### src/rtl/mult_div_unit_pkg.sv
// Shared op codes, FSM states and op-decode helpers for the HI/LO multiply/divide unit.
package mult_div_unit_pkg;

  typedef enum logic [1:0] {
    MD_MULT  = 2'b00,
    MD_MULTU = 2'b01,
    MD_DIV   = 2'b10,
    MD_DIVU  = 2'b11
  } md_op_e;

  typedef enum logic [1:0] {
    IDLE = 2'd0,
    CALC = 2'd1,
    FIN  = 2'd2
  } md_state_e;

  function automatic logic op_is_div(input md_op_e op);
    return op[1];
  endfunction

  function automatic logic op_is_signed(input md_op_e op);
    return ~op[0];
  endfunction

endpackage

### src/rtl/mult_div_unit_if.sv
// Request/result bundle between the ID/EX stage and the multiply/divide unit.
interface mult_div_unit_if #(
  parameter int WIDTH = 32
);
  logic             Start;
  logic [1:0]       Op;
  logic [WIDTH-1:0] A;
  logic [WIDTH-1:0] B;
  logic             HiWrite;
  logic             LoWrite;
  logic [WIDTH-1:0] WrData;
  logic             Flush;
  logic [WIDTH-1:0] Hi;
  logic [WIDTH-1:0] Lo;
  logic             Busy;
  logic             Done;
  logic             DivByZero;

  modport master (
    output Start, Op, A, B, HiWrite, LoWrite, WrData, Flush,
    input  Hi, Lo, Busy, Done, DivByZero
  );

  modport slave (
    input  Start, Op, A, B, HiWrite, LoWrite, WrData, Flush,
    output Hi, Lo, Busy, Done, DivByZero
  );
endinterface

### src/rtl/mult_div_unit_iter_core.sv
// One radix-2 step on the 2*WIDTH work register: shift-add for multiply,
// restoring shift-subtract for divide. Work layout: {upper half, lower half};
// multiply keeps the multiplier in the lower half, divide keeps dividend/quotient there.
module muldiv_iter_core #(
  parameter int WIDTH = 32
) (
  input  logic               is_div,
  input  logic [2*WIDTH-1:0] work,
  input  logic [WIDTH-1:0]   opnd,
  output logic [2*WIDTH-1:0] work_next
);

  logic [WIDTH:0] sum;
  logic [WIDTH:0] top;
  logic [WIDTH:0] diff;

  // Partial remainder is always below the divisor, so the shifted value fits
  // in WIDTH+1 bits and the subtraction's top bit is a clean borrow flag.
  always_comb begin
    sum       = {1'b0, work[2*WIDTH-1:WIDTH]} + (work[0] ? {1'b0, opnd} : '0);
    top       = {work[2*WIDTH-1:WIDTH], work[WIDTH-1]};
    diff      = top - {1'b0, opnd};
    work_next = '0;
    if (is_div) begin
      if (!diff[WIDTH])
        work_next = {diff[WIDTH-1:0], work[WIDTH-2:0], 1'b1};
      else
        work_next = {top[WIDTH-1:0], work[WIDTH-2:0], 1'b0};
    end else begin
      work_next = {sum, work[WIDTH-1:1]};
    end
  end

endmodule

### src/rtl/mult_div_unit.sv
// Iterative MULT/MULTU/DIV/DIVU unit writing HI/LO; one bit per cycle on
// magnitudes, sign correction applied when the result is committed.
module mult_div_unit
  import mult_div_unit_pkg::*;
#(
  parameter int WIDTH = 32
) (
  input logic            Clk,
  input logic            Reset,
  mult_div_unit_if.slave bus
);

  localparam logic [5:0] CNT_LAST = 6'(WIDTH - 1);

  md_state_e          state;
  md_op_e             op_q;
  logic               sign_a;
  logic               sign_b;
  logic               dz;
  logic [5:0]         cnt;
  logic [2*WIDTH-1:0] work;
  logic [2*WIDTH-1:0] work_next;
  logic [WIDTH-1:0]   opnd;
  logic [WIDTH-1:0]   dividend;
  logic [WIDTH-1:0]   hi;
  logic [WIDTH-1:0]   lo;
  logic               busy;
  logic               done;
  logic               dbz;

  md_op_e             op_in;
  logic               in_signed;
  logic [WIDTH-1:0]   abs_a;
  logic [WIDTH-1:0]   abs_b;
  logic [2*WIDTH-1:0] fix_prod;
  logic [WIDTH-1:0]   fix_quo;
  logic [WIDTH-1:0]   fix_rem;

  muldiv_iter_core #(.WIDTH(WIDTH)) u_core (
    .is_div    (op_is_div(op_q)),
    .work      (work),
    .opnd      (opnd),
    .work_next (work_next)
  );

  // Operand magnitudes for the op being launched this cycle.
  always_comb begin
    op_in     = md_op_e'(bus.Op);
    in_signed = op_is_signed(op_in);
    abs_a     = (in_signed && bus.A[WIDTH-1]) ? -bus.A : bus.A;
    abs_b     = (in_signed && bus.B[WIDTH-1]) ? -bus.B : bus.B;
  end

  // Sign correction of the finished magnitude result; flags are 0 for unsigned ops.
  always_comb begin
    fix_prod = (sign_a ^ sign_b) ? -work : work;
    fix_quo  = (sign_a ^ sign_b) ? -work[WIDTH-1:0] : work[WIDTH-1:0];
    fix_rem  = sign_a ? -work[2*WIDTH-1:WIDTH] : work[2*WIDTH-1:WIDTH];
  end

  // Control FSM, iteration counter, work registers and the architectural HI/LO.
  always_ff @(posedge Clk or negedge Reset) begin
    if (!Reset) begin
      state    <= IDLE;
      op_q     <= MD_MULT;
      sign_a   <= 1'b0;
      sign_b   <= 1'b0;
      dz       <= 1'b0;
      cnt      <= '0;
      work     <= '0;
      opnd     <= '0;
      dividend <= '0;
      hi       <= '0;
      lo       <= '0;
      busy     <= 1'b0;
      done     <= 1'b0;
      dbz      <= 1'b0;
    end else begin
      done <= 1'b0;
      dbz  <= 1'b0;
      case (state)
        IDLE: begin
          if (bus.Start) begin
            if (!bus.Flush) begin
              op_q     <= op_in;
              sign_a   <= in_signed & bus.A[WIDTH-1];
              sign_b   <= in_signed & bus.B[WIDTH-1];
              work     <= {{WIDTH{1'b0}}, abs_a};
              opnd     <= abs_b;
              dividend <= bus.A;
              cnt      <= '0;
              busy     <= 1'b1;
              if (op_is_div(op_in) && (bus.B == '0)) begin
                dz    <= 1'b1;
                state <= FIN;
              end else begin
                dz    <= 1'b0;
                state <= CALC;
              end
            end
          end else begin
            if (bus.HiWrite) hi <= bus.WrData;
            if (bus.LoWrite) lo <= bus.WrData;
          end
        end
        CALC: begin
          if (bus.Flush) begin
            busy  <= 1'b0;
            state <= IDLE;
          end else begin
            work <= work_next;
            cnt  <= cnt + 6'd1;
            if (cnt == CNT_LAST) state <= FIN;
          end
        end
        FIN: begin
          busy  <= 1'b0;
          state <= IDLE;
          if (!bus.Flush) begin
            done <= 1'b1;
            if (dz) begin
              hi  <= dividend;
              lo  <= '1;
              dbz <= 1'b1;
            end else if (op_is_div(op_q)) begin
              hi <= fix_rem;
              lo <= fix_quo;
            end else begin
              {hi, lo} <= fix_prod;
            end
          end
        end
        default: begin
          busy  <= 1'b0;
          state <= IDLE;
        end
      endcase
    end
  end

  assign bus.Hi        = hi;
  assign bus.Lo        = lo;
  assign bus.Busy      = busy;
  assign bus.Done      = done;
  assign bus.DivByZero = dbz;

endmodule
### src/flat_wrapper.sv
// flat-port wrapper written by rule: the top's interface ports become plain ports
module mult_div_unit_flat import mult_div_unit_pkg::*;
#(
  parameter int WIDTH = 32
)
  (Clk, Reset, bus_Start, bus_Op, bus_A, bus_B, bus_HiWrite, bus_LoWrite, bus_WrData, bus_Flush, bus_Hi, bus_Lo, bus_Busy, bus_Done, bus_DivByZero);
  mult_div_unit_if #(.WIDTH(WIDTH)) bus_i ();
  input logic Clk;
  input logic Reset;
  input wire logic [$bits(bus_i.Start)-1:0] bus_Start;
  input wire logic [$bits(bus_i.Op)-1:0] bus_Op;
  input wire logic [$bits(bus_i.A)-1:0] bus_A;
  input wire logic [$bits(bus_i.B)-1:0] bus_B;
  input wire logic [$bits(bus_i.HiWrite)-1:0] bus_HiWrite;
  input wire logic [$bits(bus_i.LoWrite)-1:0] bus_LoWrite;
  input wire logic [$bits(bus_i.WrData)-1:0] bus_WrData;
  input wire logic [$bits(bus_i.Flush)-1:0] bus_Flush;
  output wire logic [$bits(bus_i.Hi)-1:0] bus_Hi;
  output wire logic [$bits(bus_i.Lo)-1:0] bus_Lo;
  output wire logic [$bits(bus_i.Busy)-1:0] bus_Busy;
  output wire logic [$bits(bus_i.Done)-1:0] bus_Done;
  output wire logic [$bits(bus_i.DivByZero)-1:0] bus_DivByZero;
  assign bus_i.Start = bus_Start;
  assign bus_i.Op = bus_Op;
  assign bus_i.A = bus_A;
  assign bus_i.B = bus_B;
  assign bus_i.HiWrite = bus_HiWrite;
  assign bus_i.LoWrite = bus_LoWrite;
  assign bus_i.WrData = bus_WrData;
  assign bus_i.Flush = bus_Flush;
  assign bus_Hi = bus_i.Hi;
  assign bus_Lo = bus_i.Lo;
  assign bus_Busy = bus_i.Busy;
  assign bus_Done = bus_i.Done;
  assign bus_DivByZero = bus_i.DivByZero;
  mult_div_unit #(.WIDTH(WIDTH)) u_core (.Clk(Clk), .Reset(Reset), .bus(bus_i));
endmodule
### config.mk
export PLATFORM = sky130hd
export DESIGN_NAME = mult_div_unit_flat
export DESIGN_NICKNAME = d
export VERILOG_FILES = /design/src/rtl/mult_div_unit_pkg.sv /design/src/rtl/mult_div_unit_if.sv /design/src/rtl/mult_div_unit_iter_core.sv /design/src/rtl/mult_div_unit.sv /design/src/flat_wrapper.sv
export SDC_FILE = /design/constraint.sdc
export NUM_CORES = 1
export LEC_CHECK = 0
export ABC_AREA = 0
export BUFFER_PORTS_ARGS = -buffer_cell sky130_fd_sc_hd__buf_2
export CORE_MARGIN = 3
export CORE_UTILIZATION = 43
export DETAILED_ROUTE_END_ITERATION = 16
export PLACE_DENSITY_LB_ADDON = 0.05
export SKIP_CTS_REPAIR_TIMING = 1
export SYNTH_ARGS = -nofsm -noshare
export SYNTH_HDL_FRONTEND = slang
export SYNTH_HIERARCHICAL = 1
export SYNTH_SLANG_ARGS = --single-unit
### constraint.sdc
create_clock -name Clk -period 4.84 [get_ports Clk]
set_clock_uncertainty 0.1 [all_clocks]
set_input_delay 0 -clock Clk [delete_from_list [all_inputs] [get_ports Clk]]
set_output_delay 0 -clock Clk [all_outputs]
set_load 0.01 [all_outputs]
==> out/qor.txt <==
async set-or-reset flop fraction in the synthesized netlist = 100%
library cell used as clock root buffer = clkbuf_16
nature of the critical path endpoint = register
maximum clock insertion buffer count = 3
number of vias in the routed layout = 16400
final count of hold timing violations = 5
count of pins on the block boundary = 171
layout overhead on the synthesized area = 21.1%
RSZ-0062 raised after global routing = false
crit path buf inv count = 2
GRT Residual Overflow = 0
CORE AREA = 0.0371 mm2
final total negative setup slack = 0 ns
Largest stage delay, worst path = 0.65 ns
final-layout worst hold slack = -0.0200 ns
clock input transition at the sequential cells of the worst setup and hold paths = 0.06 ns
origin of the critical flop-to-flop path = u_core/work[31]$_DFFE_PN0P_
critical path cell sequence = inv_1 > ha_1 > fa_1 > nor2b_1 > o31ai_1 > a21o_1 > o211ai_4 > a31oi_4 > o211ai_4 > buf_4 > a211oi_1 > a211oi_1 > a21oi_1 > a22o_1
post-route ant nets = 0
final std cell area, no fill = 0.0199 mm2
busiest layer in global routing = met2
critical setup path kind = register to register
terminus of the critical flop-to-flop path = u_core/work[35]$_DFFE_PN0P_
category of cells accounting for the largest share of critical-path delay = compound AO/OA/AOI/OAI gates
Yosys top cell by area = dfrtp_1
floorplan die area = 0.0405 mm2
initial standard-cell utilization of the core = 44.2%
combined global-route utilization of all metal layers = 27.9%
Overall Power = 14.9 mW
met3 usage = 3.98%
relative slew slack = 27.1%
Max Fclk = 244 MHz
number of global-route vias before repair = 15300
path category of the worst min-delay check = input port to asynchronous set/reset pin
met1 track utilization from global routing = 38.4%
Post-Synthesis Mean Instance Area = 8.07 um2
Mapped Area = 0.0164 mm2
worst-case reg-to-reg path depth = 14
detailed-route DRC error count = 0
Area contributors post-synth = dfrtp_1 32%, nand2_1 6.0%, o21ai_0 5.4%
PortBufs = 170
routability cong. = 0.915
die extent in x = 201 um
internal reg-to-reg setup slack = 0.73 ns
Mapped Nets = 2208
Total Wirelength = 59.4 mm
wire length of the first global-routing pass = 91.2 mm
leakage power summed over all cells = 9.00 nW
Crit Path Max Fanout = 19
transition time at the pin with the least slew margin = 1.09 ns
category of the worst setup path launch point = register
met2 capacity usage during global routing = 46.0%
number of endpoints failing setup at the final stage = 0
# nets final = 2444
Finished Layout Cells = 2793
total number of clock tree sinks = 207
post-detailed-route via-to-cell ratio = 5.88
row cnt = 70
clock tree from TritonCTS = done
number of CTS-inserted buffers = 27
violations in the final reports = negative hold slack
Chip Height = 201 um
dominant cell by count in the synthesized netlist = nand2_1
maximum number of pins on one net before global-route repair = 112
number of violations of the max-capacitance limit = 0
cell with the largest stage delay on the worst path = o211ai_4
worst-case vdd ir drop = 433 uV
shortest period the worst path allows = 4.11 ns
share of the synthesized area in the top cell type = 31.6%
placed cell area = 0.0177 mm2
required time at the endpoint of the critical path = 5.17 ns
Max Transition Viols Final = 0
antenna violations before repair = 1
first drt pass iteration count = 5
crit share post-route = 84.8%
power density over the cells = 749 mW/mm2
count of different cell masters after synthesis = 92
Iteration-0 DRC Markers = 1294
Gate Count Post-Synth = 2033
detailed-route wire length per cell = 21.3 um
Inst Count DP = 2625
data arrival time of the critical path = 4.44 ns
main flop type after synthesis = dfrtp_1
maximum level of the CTS H-tree = 1
synth cell count leaders = 263 x nand2_1, 207 x dfrtp_1, 176 x o21ai_0
DP Wirelength = 43.8 mm
result of the run = complete, but fails checks
number of synthesized flops with an enable pin = 0
fraction of final layout cells with drive strength greater than 1 = 14.6%
worst-skew pair later-pin latency = 0.55 ns
yosys warns = 6
sequential-to-total area share from yosys stat = 31.6%
#FFs+latches synth = 207
[registers in the layout, indices dropped and copies added (netlist names)]
| signal | cells |
|---|---|
| u_core/work | 64 |
| u_core/op_q | 1 |
| u_core/dividend | 32 |
| u_core/bus.Busy | 1 |
| u_core/cnt | 6 |
| u_core/state | 2 |
| u_core/opnd | 32 |
| u_core/dz | 1 |
| u_core/bus.DivByZero | 1 |
| u_core/sign_a | 1 |
| u_core/bus.Lo | 32 |
| u_core/bus.Done | 1 |
| u_core/bus.Hi | 32 |
| u_core/sign_b | 1 |
[logic make-up after synthesis]
| group | after synthesis | synth area share, % |
|---|---|---|
| and+or+nand+nor | 721 | 21.2 |
| AOI/OAI and AO/OA | 646 | 25.4 |
| DFF | 207 | 31.6 |
| buffers and inverters | 176 | 4.41 |
| xor gates and xnor gates | 173 | 9.24 |
| adders and majority gates | 71 | 5.51 |
| muxes | 39 | 2.62 |
[area by class of cell]
class                      instances  area, um2
inverter                          62        233
clock inverter                    11        173
fill                            3649      17300
clock buffer                      37        783
tap                              504        631
multi-input combinational       1650      10600
antenna                            1       2.50
sequential                       207       5180
timing repair buffer             321       2320
[cells in the final DEF (no fill, tap or decap), types with 30 or more instances in the layout]
| cell type | instances |
|---|---|
| a21o_1 | 35 |
| nand3_1 | 32 |
| a22o_1 | 31 |
| and2_1 | 36 |
| xor2_1 | 75 |
| nand2_1 | 262 |
| inv_1 | 61 |
| ha_1 | 69 |
| mux2_2 | 31 |
| dlygate4sd3_1 | 119 |
| buf_4 | 30 |
| o21ai_0 | 176 |
| o22ai_1 | 32 |
| xnor2_1 | 97 |
| nor3_1 | 52 |
| buf_2 | 169 |
| nor2_1 | 156 |
| dfrtp_1 | 206 |
| and3_1 | 33 |
| a21oi_1 | 164 |
[power breakdown]
part / switching (mW) / leakage, nW / internal [mW]
registers: 1.04 / 2.57 / 2.50
clock network: 0.815 / 0.468 / 1.34
logic: 5.51 / 5.96 / 3.67
total: 7.37 / 9.00 / 7.51
[metal layers]
layer,part of all wire [%],wire (um)
met1,45,26500
met2,47,27900
met3,5.6,3310
met4,2.8,1680
met5,0,0
[per-stage QoR]
stage | setup WS, ns | utilization [%]
floorplan | 1.36 | -
global placement | 0.879 | 47.7
detailed placement | 0.812 | 47.7
CTS | 0.800 | 50.3
global route | 0.492 | 53.5
finish | 0.735 | 53.5
[worst max path at each step]
stage                     cells past startpoint                     endpoint                         from
after detailed placement                     14  u_core/work[35]$_DFFE_PN0P_  u_core/work[31]$_DFFE_PN0P_
after global placement                       14  u_core/work[35]$_DFFE_PN0P_  u_core/work[31]$_DFFE_PN0P_
after global routing                         13  u_core/work[63]$_DFFE_PN0P_   u_core/work[0]$_DFFE_PN0P_
after CTS                                    14  u_core/work[35]$_DFFE_PN0P_  u_core/work[31]$_DFFE_PN0P_
after floorplan                              14  u_core/work[63]$_DFFE_PN0P_   u_core/work[0]$_DFFE_PN0P_
final                                        14  u_core/work[35]$_DFFE_PN0P_  u_core/work[31]$_DFFE_PN0P_
(Power assumes the default switching activity.)
